==> config.mk <==
export PLATFORM = sky130hd
export DESIGN_NAME = multi_lane_auto_ctrl
export DESIGN_NICKNAME = d
export VERILOG_FILES = /design/src/rtl/traffic_pkg.sv /design/src/rtl/phase_timer.sv /design/src/rtl/multi_lane_auto_ctrl.sv
export SDC_FILE = /design/constraint.sdc
export NUM_CORES = 1
export LEC_CHECK = 0
export ABC_CLOCK_PERIOD_IN_PS = 1770
export CORE_MARGIN = 2
export CORE_UTILIZATION = 41
export CTS_CLUSTER_DIAMETER = 120
export DETAILED_ROUTE_END_ITERATION = 8
export GPL_TIMING_DRIVEN = 0
export PLACE_DENSITY_LB_ADDON = 0.12
export SYNTH_ARGS = -nofsm -noshare
export SYNTH_HDL_FRONTEND = slang
export SYNTH_SLANG_ARGS = --single-unit
==> constraint.sdc <==
create_clock -name clk_i -period 1.77 [get_ports clk_i]
set_input_delay 0.354 -clock clk_i [delete_from_list [all_inputs] [get_ports clk_i]]
set_output_delay 0.354 -clock clk_i [all_outputs]
set_load 0.1 [all_outputs]
==> src/rtl/traffic_pkg.sv <==
// Shared encodings for the traffic-light controllers: phase codes, lamp codes, default timer width.
package traffic_pkg;

  localparam int DEF_TIME_W = 7;

  typedef enum logic [1:0] {
    PH_IDLE   = 2'b00,
    PH_GREEN  = 2'b01,
    PH_YELLOW = 2'b10,
    PH_ALLRED = 2'b11
  } phase_e;

  typedef enum logic [1:0] {
    LT_RED    = 2'b00,
    LT_YELLOW = 2'b01,
    LT_GREEN  = 2'b10,
    LT_FLASH  = 2'b11
  } light_e;

endpackage

==> src/rtl/phase_timer.sv <==
// Phase countdown: loads a duration, counts down to zero, and flags the last cycle of the phase.
module phase_timer
  import traffic_pkg::*;
#(
  parameter int TIME_W = DEF_TIME_W
) (
  input  logic              clk_i,
  input  logic              rst_ni,
  input  logic              clear_i,
  input  logic              load_i,
  input  logic [TIME_W-1:0] load_val_i,
  output logic [TIME_W-1:0] count_o,
  output logic              last_o
);

  logic [TIME_W-1:0] count_q, count_d;
  logic              last_q;

  always_comb begin
    count_d = count_q;
    if (clear_i) begin
      count_d = '0;
    end else if (load_i) begin
      count_d = load_val_i;
    end else if (count_q != '0) begin
      count_d = count_q - TIME_W'(1);
    end
  end

  // last is registered from the next count so it lines up with count_o == 1
  always_ff @(posedge clk_i or negedge rst_ni) begin
    if (!rst_ni) begin
      count_q <= '0;
      last_q  <= 1'b0;
    end else begin
      count_q <= count_d;
      last_q  <= (count_d == TIME_W'(1));
    end
  end

  assign count_o = count_q;
  assign last_o  = last_q;

endmodule

==> src/rtl/multi_lane_auto_ctrl.sv <==
// Round-robin automatic-mode controller for NUM_LANES approaches (GREEN/YELLOW/ALLRED).
// Define DEMAND_SKIP_EN to pick the next green lane by rotating priority over demand_i.
module multi_lane_auto_ctrl
  import traffic_pkg::*;
#(
  parameter  int NUM_LANES = 4,
  parameter  int TIME_W    = DEF_TIME_W,
  localparam int LANE_W    = $clog2(NUM_LANES)
) (
  input  logic                   clk_i,
  input  logic                   reset_ni,
  input  logic                   enable_i,
  input  logic [TIME_W-1:0]      green_time_i,
  input  logic [TIME_W-1:0]      yellow_time_i,
  input  logic [TIME_W-1:0]      allred_time_i,
  input  logic [NUM_LANES-1:0]   demand_i,
  output logic [2*NUM_LANES-1:0] lights_o,
  output logic [LANE_W-1:0]      active_lane_o,
  output logic [1:0]             phase_o,
  output logic [TIME_W-1:0]      time_left_o,
  output logic                   phase_done_o,
  output logic                   cycle_start_o
);

  phase_e                 phase_q, phase_d;
  logic [LANE_W-1:0]      lane_q, lane_d;
  logic [LANE_W-1:0]      target_q, target_d;
  logic [2*NUM_LANES-1:0] lights_q, lights_d;
  logic                   cycleStart_q, cycleStart_d;
  logic                   timerClear, timerLoad, timerLast;
  logic [TIME_W-1:0]      timerVal;
  logic [LANE_W:0]        pick;

  function automatic logic [TIME_W-1:0] atLeastOne(input logic [TIME_W-1:0] d);
    return (d == '0) ? TIME_W'(1) : d;
  endfunction

  // Returns {valid, lane}; valid=0 means no other lane wants service
  function automatic logic [LANE_W:0] pickNext(input logic [LANE_W-1:0] cur);
    logic [LANE_W:0] res;
    res = {1'b1, LANE_W'((int'(cur) + 1) % NUM_LANES)};
`ifdef DEMAND_SKIP_EN
    res = '0;
    for (int k = NUM_LANES - 1; k >= 1; k--) begin
      logic [LANE_W-1:0] idx;
      idx = LANE_W'((int'(cur) + k) % NUM_LANES);
      if (demand_i[idx]) res = {1'b1, idx};
    end
`endif
    return res;
  endfunction

`ifndef DEMAND_SKIP_EN
  logic unusedDemand;
  assign unusedDemand = ^demand_i;
`endif

  always_comb begin
    phase_d      = phase_q;
    lane_d       = lane_q;
    target_d     = target_q;
    cycleStart_d = 1'b0;
    timerClear   = 1'b0;
    timerLoad    = 1'b0;
    timerVal     = '0;
    pick         = pickNext(lane_q);
    if (!enable_i) begin
      phase_d    = PH_IDLE;
      lane_d     = '0;
      timerClear = 1'b1;
    end else begin
      case (phase_q)
        PH_IDLE: begin
          phase_d      = PH_GREEN;
          lane_d       = '0;
          timerLoad    = 1'b1;
          timerVal     = atLeastOne(green_time_i);
          cycleStart_d = 1'b1;
        end
        PH_GREEN: if (timerLast) begin
          timerLoad = 1'b1;
          if (pick[LANE_W]) begin
            phase_d  = PH_YELLOW;
            target_d = pick[LANE_W-1:0];
            timerVal = atLeastOne(yellow_time_i);
          end else begin
            timerVal = atLeastOne(green_time_i);
          end
        end
        PH_YELLOW: if (timerLast) begin
          timerLoad = 1'b1;
          if (allred_time_i != '0) begin
            phase_d  = PH_ALLRED;
            timerVal = allred_time_i;
          end else begin
            phase_d      = PH_GREEN;
            lane_d       = target_q;
            timerVal     = atLeastOne(green_time_i);
            cycleStart_d = (target_q == '0);
          end
        end
        PH_ALLRED: if (timerLast) begin
          timerLoad    = 1'b1;
          phase_d      = PH_GREEN;
          lane_d       = target_q;
          timerVal     = atLeastOne(green_time_i);
          cycleStart_d = (target_q == '0);
        end
        default: phase_d = PH_IDLE;
      endcase
    end

    lights_d = '0;
    for (int i = 0; i < NUM_LANES; i++) begin
      lights_d[2*i +: 2] = LT_RED;
      if (phase_d == PH_IDLE) begin
        lights_d[2*i +: 2] = LT_FLASH;
      end else if (LANE_W'(i) == lane_d) begin
        if (phase_d == PH_GREEN)  lights_d[2*i +: 2] = LT_GREEN;
        if (phase_d == PH_YELLOW) lights_d[2*i +: 2] = LT_YELLOW;
      end
    end
  end

  always_ff @(posedge clk_i or negedge reset_ni) begin
    if (!reset_ni) begin
      phase_q      <= PH_IDLE;
      lane_q       <= '0;
      target_q     <= '0;
      lights_q     <= '0;
      cycleStart_q <= 1'b0;
    end else begin
      phase_q      <= phase_d;
      lane_q       <= lane_d;
      target_q     <= target_d;
      lights_q     <= lights_d;
      cycleStart_q <= cycleStart_d;
    end
  end

  phase_timer #(.TIME_W(TIME_W)) uTimer (
    .clk_i      (clk_i),
    .rst_ni     (reset_ni),
    .clear_i    (timerClear),
    .load_i     (timerLoad),
    .load_val_i (timerVal),
    .count_o    (time_left_o),
    .last_o     (timerLast)
  );

  assign lights_o      = lights_q;
  assign active_lane_o = lane_q;
  assign phase_o       = phase_q;
  assign phase_done_o  = timerLast;
  assign cycle_start_o = cycleStart_q;

endmodule
# Word-level counts from Yosys, hierarchy flattened
# Index checks and enable logic that the tools add are counted.
# op_classes
n_mux,39
div_mod_pow,0
eq_ne,9
multipliers,0
n_shift,0
bitwise,0
add_sub_neg,2
n_reduce_logical,10
order_cmp,0
# ops
operator,n
$mux W7,9
$mux W2,19
$pmux W7 S4,1
$logic_not A7 Y1,2
$reduce_bool A7 Y1,2
$logic_not A2 Y1,4
$pmux W2 S4,1
$eq A7 B1 Y1 const B,1
$sub A7 B1 Y7 const B,1
$eq A2 B2 Y1 const B,3
$mux W1,6
$pmux W2 S3,1
$eq A2 B1 Y1 const B,2
$eq A2 B2 Y1 const A,2
$pmux W1 S3,1
$reduce_and A3 Y1,1
$reduce_or A3 Y1,1
$add A2 B1 Y2 const B,1
$eq A1 B2 Y1 const A,1
$pmux W1 S2,1
# word_totals
latch_bits,0
mem_bits_rw,0
regBits,23
wordCells,67
mem_count,0
romBits,0
output_inout_bits,21
inputBits,28

# Depth between registers and ports, before layout
# Gate-level depths: netlist (run 1).
# depth
word_depth,10
depth_mapped,8
depth_no_buf,7

# Cells and area by module
# Synthesis (run 1) repeated with hierarchy kept, for this count alone.
# hier_totals
hier_cells,166
hier_area_um2,1515.2
# modules_own_cells
module,cells_per_inst,area_per_inst_um2,instances,seq_area_each_um2
multi_lane_auto_ctrl,102,945.9,1,375.4
phase_timer,64,569.3,1,200.2

# Worst setup path after synthesis (run 1)
# OpenSTA, ideal clock, no wires.
# synth_timing
path_kind,flip-flop to flip-flop
startpoint,register uTimer.last_q (netlist: uTimer.last_o)
endpoint,register uTimer.last_q (netlist: uTimer.last_o)
arrival_ns,2.504
setup_ns,0.095
stages_incl_launch_ff,8
t_required_ns,1.675
path_slack_ns,-0.829
path_buffers,1
period_less_slack_ns,2.599
cell_sequence,dfrtp_1 -> buf_2 -> nand2_1 -> a211oi_1 -> a311oi_1 -> o221a_1 -> or3b_1 -> nor4b_2
# synth_between
elab_chain_cells,6
word_cells_on_any_way,10
cone_classes,eq/ne (1); mux (9)
# synth_lines
item,line,source
start: declaration,phase_timer.sv:17,logic last_q;
start signal: assignment,phase_timer.sv:37,last_q <= (count_d == TIME_W'(1));
$mux W1,"multi_lane_auto_ctrl.sv:80, multi_lane_auto_ctrl.sv:90, multi_lane_auto_ctrl.sv:102",
$pmux W1 S2,multi_lane_auto_ctrl.sv:72,case (phase_q)
$mux W1,multi_lane_auto_ctrl.sv:67,if (!enable_i) begin
$mux W7 (*),phase_timer.sv:23,end else if (load_i) begin
$mux W7 (*),phase_timer.sv:21,if (clear_i) begin
via uTimer.count_d[1],phase_timer.sv:16,"logic [TIME_W-1:0] count_q, count_d;"
$eq A7 B1 Y1 (*),phase_timer.sv:37,
# The timed path passes the listed nets; every way through them passes the cells marked *.
# A chain may end at the register's enable or synchronous reset.

# Final worst setup path (run 1)
# layout_timing
startpoint,register uTimer.count_q[5] (netlist: uTimer.count_o[5])
endpoint,register uTimer.last_q (netlist: uTimer.last_o)
# layout_between
elab_chain_cells,5
word_cells_on_any_way,6
cone_classes,add/sub (1); eq/ne (1); mux (3); reduce/logical (1)
# layout_lines
item,line,source
start: declaration,phase_timer.sv:16,
start signal: assignment,phase_timer.sv:36,count_q <= count_d;
$reduce_bool A7 Y1,phase_timer.sv:25,end else if (count_q != '0) begin
$mux W7,phase_timer.sv:25,
$mux W7,phase_timer.sv:23,
$mux W7,phase_timer.sv:21,
via uTimer.count_d[1],phase_timer.sv:16,
$eq A7 B1 Y1,phase_timer.sv:37,
# The timed path passes the listed nets, and every way through them passes these cells.

==> results of run 1 <==
==> layer usage <==
| metal | routed length [um] | vias up |
|---|---|---|
| met5 | 0 | - |
| met4 | 71 | 0 |
| met3 | 313 | 8 |
| met2 | 2459 | 66 |
| met1 | 1868 | 752 |
| li1 | - | 721 |
==> power by group <==
part           switching, W  internal (W)
clock              0.000162     0.0000843
combinational      0.000899      0.000455
sequential        0.0000788      0.000619
==> cells in the final DEF, fill, tap and decap left out, types with 4 or more instances in the layout <==
master | netlist | layout
dfrtp_2 | 0 | 4
buf_4 | 0 | 11
clkdlybuf4s50_1 | 0 | 16
nand2_1 | 15 | 14
nor2b_1 | 5 | 5
dfrtp_4 | 0 | 6
inv_1 | 7 | 7
nor2_1 | 13 | 13
o21ai_0 | 8 | 7
clkbuf_4 | 0 | 4
a21oi_1 | 12 | 9
dfrtp_1 | 23 | 13
clkdlybuf4s15_2 | 0 | 18
dlymetal6s2s_1 | 0 | 7
==> through the flow <==
stage	utilization (%)	power (W)	setup WS (ps)	setup TNS, ps
floorplan	-	0.001600	-351.2	-1140
finish	67.77	0.002299	-409.5	-462.3
global placement	59.60	0.001906	-797.6	-11280
global route	67.77	0.002418	-492.6	-646.7
detailed placement	59.60	0.001922	-850.1	-12610
CTS	63.26	0.002194	-353.0	-1994
==> what timing repair did <==
item | 4_1_cts | 5_1_grt
buffers inserted | 3 | 8
resized for setup | 78 | 25
pin swaps | 3 | 11
setup endpoints to repair | 35 | 19
endpoints found under the hold margin | 0 | 0
==> worst paths after layout <==
check | start | cells past startpoint | endpoint | slack, ps
setup / recovery | uTimer.count_o[5] | 6 | uTimer.last_o | -410
hold / removal | allred_time_i[6] | 3 | uTimer.count_o[6] | 540
setup reg to reg | uTimer.count_o[5] | 6 | uTimer.last_o | -410
hold reg to reg | target_q[1] | 2 | target_q[1] | 550
max in group asynchronous | reset_ni | 1 | phase_o[0] | 380
min in group asynchronous | reset_ni | 1 | uTimer.count_o[1] | 610
==> flip-flops by register name (all words and copies together), names as in the netlist <==
name	count
phase_o	2
lights_o	8
target_q	2
active_lane_o	2
cycle_start_o	1
uTimer.last_o	1
uTimer.count_o	7
==> cell families after synthesis <==
group / after synthesis / share of synthesized area (%)
buffers and inverters: 15 / 5.042
AND/OR/NAND/NOR: 68 / 26.64
multiplexers: 4 / 2.773
AO/OA/AOI/OAI: 48 / 21.68
XOR/XNOR: 6 / 3.530
adder cells (fa/ha/maj): 2 / 1.680
flip-flops: 23 / 38.66
==> area by class of cell <==
type / count / area [um2] / area share [%]
clock inverter: 1 / 5.005 / 0.2162
inverter: 7 / 26.28 / 1.135
clock buffer: 3 / 22.52 / 0.9730
sequential: 23 / 603.1 / 26.05
timing repair buffer: 55 / 551.8 / 23.84
buffer: 8 / 55.05 / 2.378
multi-input combinational: 128 / 993.5 / 42.92
tap: 46 / 57.56 / 2.486
==> worst max-delay path, cell delays in order, from the launching register on <==
cell and delay, ps:
dfrtp_4 520, nor4_4 380, nand3b_4 140, mux2i_1 160
o221a_1 250, or3b_4 400, nor4b_4 240
==> impl_metrics.ini, run 1 <==
[floorplanning]
num_rows = 21
die_h_um = 64.26
initial_core_util_pct = 43.59
die_x_um = 64.26
dieArea_um2 = 4129
ios = 49
core_um2 = 3416

[finish]
nFillCells = 277
nets = 256
final_cells = 271
antennaDiodeCount = 0
syn_to_final_growth_pct = 55.46
fin_area_um2 = 2315
drive_gt1_share_pct = 34.67

[sta]
min_period_ps = 2180
worst_slack_ps = -409.5
worstMarginPinSlew_ps = 1083
drv_slew = 0
fmax_ghz = 0.4588
skew_ps = 6.037
period_share_pct = 123.1
max-slew-margin-rel_pct = 27.59
whs_ps = 543.8
hold_violations = 0
rsz0062_at_grt = yes
setup_viol_count_final = 2

[drt]
drc = 0
dr.pass1.iters = 4
drt_iter0_drc = 128
avgRoutedWirePerCell_um = 17.39
num_vias = 1547
vias_per_cell = 5.708
drt_wl_total_um = 4713
ant_nets = 0

[placement]
dp_hpwl_um = 3258
io_buffer_count = 44
placed_cell_area_um2 = 2036
gp_congestion = 0.9827
placed_cells = 256

[cts]
clockBufferDepth = 2
h-tree-depth = 1
cts_tree = yes
insertion_delay_ps = 310
cts_buffers = 3
clock-sinks = 23
hold_buffers = 0
path_clk_slew_ps = 130
root_buffer = clkbuf_4

[job]
maxCapViolCount = 0

[synthesis]
synthTopCellsByCount = dfrtp_1 (23), nand2_1 (15), nor2_1 (13)
yosys.area.top_type = dfrtp_1
synth_edf_count = 0
yosys_warnings = 0
synthTopCellsByArea = dfrtp_1 (39%), a21oi_1 (4.0%), nand2_1 (3.8%), nor2_1 (3.3%), o21ai_0 (2.7%)
async_flop_share_pct = 100.0
synth_ff_type = dfrtp_1
avgSynthCellArea_um2 = 8.969
yosysMostFrequentCell = dfrtp_1
ys_ff_latch = 23
synth.cell_area_um2 = 1489
syn-num-nets = 196
seq_area_frac_synth_pct = 38.66
yosysUniqueCellTypes = 54
yosys.area.top_type_share_pct = 38.66
postSynthCellCount = 166

[grt]
top_usage_layer = met2
met3_usage_pct = 3.345
gr-total-overflow = 0
antenna_found_initial = 0
grtUsageMet2_pct = 38.93
grt_use_total_pct = 22.47
grt_pass1_vias = 1495
grt.met1_usage_pct = 29.78
grt_first_pass_wirelength_um = 7314
grt_max_degree = 24

[power_and_ir_drop]
power.leakage_nw = 0.9856
power_density_nw_per_um2 = 993.0
vdd_drop_max_uv = 688.8

[worst_setup_path]
start_kind = flop
critPathRequiredTime_ps = 2000
path_class = flop to flop
end_kind = flop
critPathMaxFanout = 4
crit_arrival_ps = 2410

[outcome]
violations = negative setup slack
outcome = finished, violations left

[hold_path]
min_path_type = input port to flop
Power figures use the tool's default switching activity.
==> run 2, diff against run 1 <==
--- a/config.mk
+++ b/config.mk
@@ -5,9 +5,9 @@
 export SDC_FILE = /design/constraint.sdc
 export NUM_CORES = 1
 export LEC_CHECK = 0
-export ABC_CLOCK_PERIOD_IN_PS = 1770
+export ABC_CLOCK_PERIOD_IN_PS = 2500
 export CORE_MARGIN = 2
-export CORE_UTILIZATION = 41
+export CORE_UTILIZATION = 46
 export CTS_CLUSTER_DIAMETER = 120
 export DETAILED_ROUTE_END_ITERATION = 8
 export GPL_TIMING_DRIVEN = 0
==> constraint.sdc (replaced) <==
create_clock -name clk_i -period 2.5 [get_ports clk_i]
set_input_delay 0.5 -clock clk_i [delete_from_list [all_inputs] [get_ports clk_i]]
set_output_delay 0.5 -clock clk_i [all_outputs]
set_load 0.1 [all_outputs]
==> impl_metrics.ini, run 2 (synthesis results as in run 1) <==
[finish]
antennaDiodeCount = 0
fin_area_um2 = 2019
nets = 245
nFillCells = 271
largest_reg_flops = 8
most-common-layout-cells = clkdlybuf4s50_1 (43), dfrtp_1 (20), nand2_1 (15), nor2_1 (13), a21oi_1 (12)
layout_commonest_cell = clkdlybuf4s50_1
syn_to_final_growth_pct = 35.63
drive_gt1_share_pct = 10.28

[cts]
path_clk_slew_ps = 130
hold_buffers = 0
clockBufferDepth = 2
insertion_delay_ps = 310
root_buffer = clkbuf_4
cts_tree = yes
cts_buffers = 3
clock-sinks = 23
post_cts_buffers = 0
h-tree-depth = 1

[placement]
io_buffer_count = 44
place_ws_ps = -151.4
dp_hpwl_um = 2984
gp_congestion = 0.9186
placed_cell_area_um2 = 1988

[sta]
setup_viol_count_final = 0
period_share_pct = 96.97
drv_slew = 0
skew_ps = 9.303
max-slew-margin-rel_pct = 34.79
rsz0062_at_grt = no
worstMarginPinSlew_ps = 975.1
worst_slack_ps = 75.75
min_period_ps = 2424
fmax_ghz = 0.4125
hold_violations = 0

[grt]
antenna_found_initial = 0
grt_use_total_pct = 22.02
grt_max_degree = 24
grt_pass1_vias = 1379
gr-total-overflow = 0
grt_first_pass_wirelength_um = 6161

[worst_setup_path]
path_cells = clkdlybuf4s50_1
max_stage_delay_ps = 1160
path_class = flop to output pin
ff2ff_setup_slack_ps = 330
crit_family = buffers and inverters
start_kind = flop
critPathRequiredTime_ps = 2000
crit_arrival_ps = 1920
crit_slowest_cell = clkdlybuf4s50_1
cp_num_buf_inv = 1
critPathMaxFanout = 5
end_kind = output pin

[floorplanning]
num_rows = 20
die_x_um = 60.89
dieArea_um2 = 3708
ios = 49
initial_core_util_pct = 48.37
die_h_um = 60.89
core_um2 = 3078

[power_and_ir_drop]
power_density_nw_per_um2 = 730.6
p_switching_w = 0.0007279
vdd_drop_max_uv = 375.5
pwr-share-clk_pct = 11.5
power.leakage_nw = 0.8083
sequentialPowerShare_pct = 31.9
p_int_w = 0.0007476
pwr-share-comb_pct = 56.6
p_sw_share_pct = 49.33

[drt]
ant_nets = 0
drt_iter0_drc = 85
num_vias = 1435
vias_per_cell = 5.562
drt_wl_total_um = 3657
dr.pass1.iters = 4
avgRoutedWirePerCell_um = 14.17
drc = 0

[job]
maxCapViolCount = 0

[outcome]
outcome = finished clean

[hold_path]
min_path_type = flop to flop
run 2: changes by cell type in the layout (fill, tap and decap cells not counted), moves of 3 or more:
cell,before,now
dlymetal6s2s_1,7,0
clkdlybuf4s15_2,18,0
clkdlybuf4s50_1,16,43
dfrtp_4,6,0
dfrtp_1,13,20
buf_4,11,0
a21oi_1,9,12
run 2: worst reg2reg max path, delay by kind of cell (launching register included):
kind | cells | cell delay, ps
AO/OA/AOI/OAI | 1 | 250
multiplexers | 1 | 180
AND/OR/NAND/NOR | 4 | 1200
flip-flops | 1 | 450
run 2: cell type report:
type | instances | area (um2) | area share (%)
Inverter | 7 | 26.28 | 1.301
Multi-Input combinational cell | 128 | 843.3 | 41.76
Clock inverter | 1 | 5.005 | 0.2478
Buffer | 8 | 48.80 | 2.416
Timing Repair Buffer | 44 | 439.2 | 21.75
Tap cell | 44 | 55.05 | 2.726
Clock buffer | 3 | 22.52 | 1.115
Sequential cell | 23 | 579.3 | 28.69
run 2: through the flow:
| step | power, W | TNS, ps | util, % | hold slack [ps] | cells |
|---|---|---|---|---|---|
| after floorplan | 0.001093 | 0 | - | 204.4 | 166 |
| after global placement | 0.001299 | -945.8 | 64.59 | 485.4 | 254 |
| after detailed placement | 0.001312 | -947.4 | 64.59 | 498.3 | 254 |
| after CTS | 0.001481 | 0 | 65.45 | 530.3 | 258 |
| after global routing | 0.001557 | 0 | 65.61 | 561.0 | 258 |
| final | 0.001475 | 0 | 65.61 | 537.9 | 258 |
run 2: final timing paths:
check | startpoint | to | depth (start not counted)
setup / recovery | uTimer.count_o[3] | time_left_o[3] | 1
hold / removal | target_q[0] | target_q[0] | 2
setup reg to reg | uTimer.count_o[4] | uTimer.last_o | 6
hold reg to reg | target_q[0] | target_q[0] | 2
max in group asynchronous | reset_ni | phase_o[1] | 1
min in group asynchronous | reset_ni | lights_o[0] | 1
run 2: repair_timing:
| action | 4_1_cts | 5_1_grt |
|---|---|---|
| hold endpoints to repair | 0 | 0 |
| resized for setup | 1 | 1 |
| pin swaps | 0 | 0 |
| setup endpoints to repair | 1 | 2 |
run 2: power groups by stage:
stage	Clock, W	Combinational, W	Sequential [W]
2_1_floorplan	0	0.000291	0.000802
3_3_place_gp	0	0.000826	0.000474
3_5_place_dp	0	0.000834	0.000478
4_1_cts	0.000174	0.000837	0.000471
5_1_grt	0.000191	0.000888	0.000478
6_report	0.000170	0.000835	0.000470
run 2: layer usage:
metal / GRT usage [%] / vias up / routed length, um
met2: 37.63 / 65 / 1757
met1: 29.12 / 668 / 1634
met3: 4.478 / 0 / 264
met5: 0 / - / 0
met4: 4.037 / 0 / 0
li1: - / 702 / -
==> run 3, diff against run 2 <==
--- a/config.mk
+++ b/config.mk
@@ -5,9 +5,10 @@
 export SDC_FILE = /design/constraint.sdc
 export NUM_CORES = 1
 export LEC_CHECK = 0
+export ABC_AREA = 1
 export ABC_CLOCK_PERIOD_IN_PS = 2500
 export CORE_MARGIN = 2
-export CORE_UTILIZATION = 46
+export CORE_UTILIZATION = 47
 export CTS_CLUSTER_DIAMETER = 120
 export DETAILED_ROUTE_END_ITERATION = 8
 export GPL_TIMING_DRIVEN = 0
==> impl_metrics.ini, run 3 <==
[placement]
placed_cells = 323
gp_congestion = 0.9222
dp_hpwl_um = 3176
io_buffer_count = 44

[drt]
drt_iter0_drc = 71
avgRoutedWirePerCell_um = 11.91
dr.pass1.iters = 4
drt_wl_total_um = 3896
drc = 0
vias_per_cell = 4.917
num_vias = 1608
ant_nets = 0

[grt]
grt_pass1_vias = 1629
antenna_found_initial = 0
grt_max_degree = 24
grt_use_total_pct = 21.63
grt_first_pass_wirelength_um = 7003
gr-total-overflow = 0

[synthesis]
synth.cell_area_um2 = 1663
yosys.area.top_type_share_pct = 34.61
postSynthCellCount = 233
synthTopCellsByCount = nand2_1 (72), nand3_1 (24), dfrtp_1 (23)
ys_ff_latch = 23
async_flop_share_pct = 100.0
synth_edf_count = 0
synthTopCellsByArea = dfrtp_1 (35%), nand2_1 (16%), nand3_1 (7.2%), inv_1 (4.7%), nor2_1 (4.5%)
yosysUniqueCellTypes = 35
yosys_warnings = 0
synth_ff_type = dfrtp_1
yosysMostFrequentCell = nand2_1
seq_area_frac_synth_pct = 34.61
avgSynthCellArea_um2 = 7.137
yosys.area.top_type = dfrtp_1
syn-num-nets = 263

[floorplanning]
dieArea_um2 = 4030
initial_core_util_pct = 49.44
die_x_um = 63.48
die_h_um = 63.48
core_um2 = 3363
num_rows = 21
ios = 49

[sta]
hold_violations = 0
period_share_pct = 96.94
setup_viol_count_final = 0
rsz0062_at_grt = no
whs_ps = 542.8
fin_setup_tns_ps = 0
drv_slew = 0
worstMarginPinSlew_ps = 980.0
fmax_ghz = 0.4126
min_period_ps = 2423
skew_ps = 3.875
max-slew-margin-rel_pct = 34.46

[power_and_ir_drop]
power.leakage_nw = 1.146
p_switching_w = 0.001563
total_power_w = 0.002592
p_int_w = 0.001029
sequentialPowerShare_pct = 22.8
power_density_nw_per_um2 = 1185
pwr-share-clk_pct = 6.8
p_sw_share_pct = 60.29
vdd_drop_max_uv = 585.6
pwr-share-comb_pct = 70.4

[cts]
cts_buffers = 3
h-tree-depth = 1
clock-sinks = 23
clockBufferDepth = 2
root_buffer = clkbuf_4
hold_buffers = 0
insertion_delay_ps = 320
path_clk_slew_ps = 130
cts_tree = yes

[worst_setup_path]
crit_slowest_cell = clkdlybuf4s50_1
end_kind = output pin
path_class = flop to output pin
critPathRequiredTime_ps = 2000
crit_family = buffers and inverters
path_cells = clkdlybuf4s50_1
critPathMaxFanout = 5
max_stage_delay_ps = 1160
start_kind = flop
crit_arrival_ps = 1920
cp_num_buf_inv = 1

[job]
maxCapViolCount = 0

[finish]
antennaDiodeCount = 0
most-common-layout-cells = nand2_1 (72), clkdlybuf4s50_1 (40), nand3_1 (24), dfrtp_1 (23), inv_1 (21)
final_cells = 327
drive_gt1_share_pct = 18.51
nets = 312
syn_to_final_growth_pct = 31.53
largest_reg_flops = 8
post-route-util_pct = 65.03
layout_commonest_cell = nand2_1

[hold_path]
min_path_type = flop to flop

[outcome]
outcome = finished clean
==> run 3: cell types whose count changed after synthesis, moves of 4 or more <==
cell,change
a21oi_1,-8
nand2b_1,-5
inv_1,+14
nand2_2,+11
o21ai_0,-5
nand3_1,+21
nor2_1,+7
nand2_1,+57
nand4_1,+6
nand2_4,+4
nor2b_1,-5
inv_2,+9
nor2_2,+4
==> run 3: worst paths after layout <==
check	cells past startpoint	slack, ps	start	end
setup / recovery	1	80	uTimer.count_o[3]	time_left_o[3]
hold / removal	1	540	active_lane_o[0]	target_q[0]
setup reg to reg	12	670	uTimer.count_o[0]	uTimer.last_o
hold reg to reg	1	540	active_lane_o[0]	target_q[0]
max in group asynchronous	1	1200	reset_ni	lights_o[3]
min in group asynchronous	1	700	reset_ni	cycle_start_o
==> run 3: layer usage <==
metal  GRT usage [%]  vias to the layer above  share of wire, %
li1                -                      844                 -
met1           27.26                      720                45
met2           38.68                       39                49
met3           2.321                        5               4.9
met4           6.522                        0               1.1
met5               0                        -                 0
==> run 3: timing repair <==
item                       CTS  global route
gates cloned                 0             0
gates resized for setup      3             1
setup endpoints to repair    3             1
setup buffers                0             0
==> run 3: final cells by class <==
class / instances / area [um2]
flip-flops and latches: 23 / 575.6
well taps: 46 / 57.56
fillers: 349 / 1176
clock inverters: 1 / 5.005
clock buffers: 3 / 22.52
inverters: 33 / 133.9
plain buffers: 3 / 16.27
repair buffers: 44 / 439.2
multi-input cells: 174 / 937.1
==> run 3: kinds of logic after synthesis <==
kind of cell    after synthesis  synth area share (%)
buf+inv                      36                 9.029
flops                        23                 34.61
compound gates               18                 8.127
xor+xnor                      2                 1.054
simple gates                152                 45.67
fa+ha+maj                     2                 1.505
==> run 3: power by group through the flow <==
stage | sequential [W] | combinational, W | clock [W]
after floorplan | 0.00121 | 0.000812 | 0
after global placement | 0.000600 | 0.00182 | 0
after detailed placement | 0.000600 | 0.00184 | 0
after CTS | 0.000592 | 0.00183 | 0.000182
after global routing | 0.000611 | 0.00200 | 0.000201
final | 0.000590 | 0.00183 | 0.000176
==> run 3: per-stage QoR <==
step           setup slack (ps)  instance area, um2
3_5_place_dp              272.9                2161
2_1_floorplan             183.8                1663
5_1_grt                   6.595                2187
3_3_place_gp              276.3                2161
6_report                  76.55                2187
4_1_cts                   59.91                2185
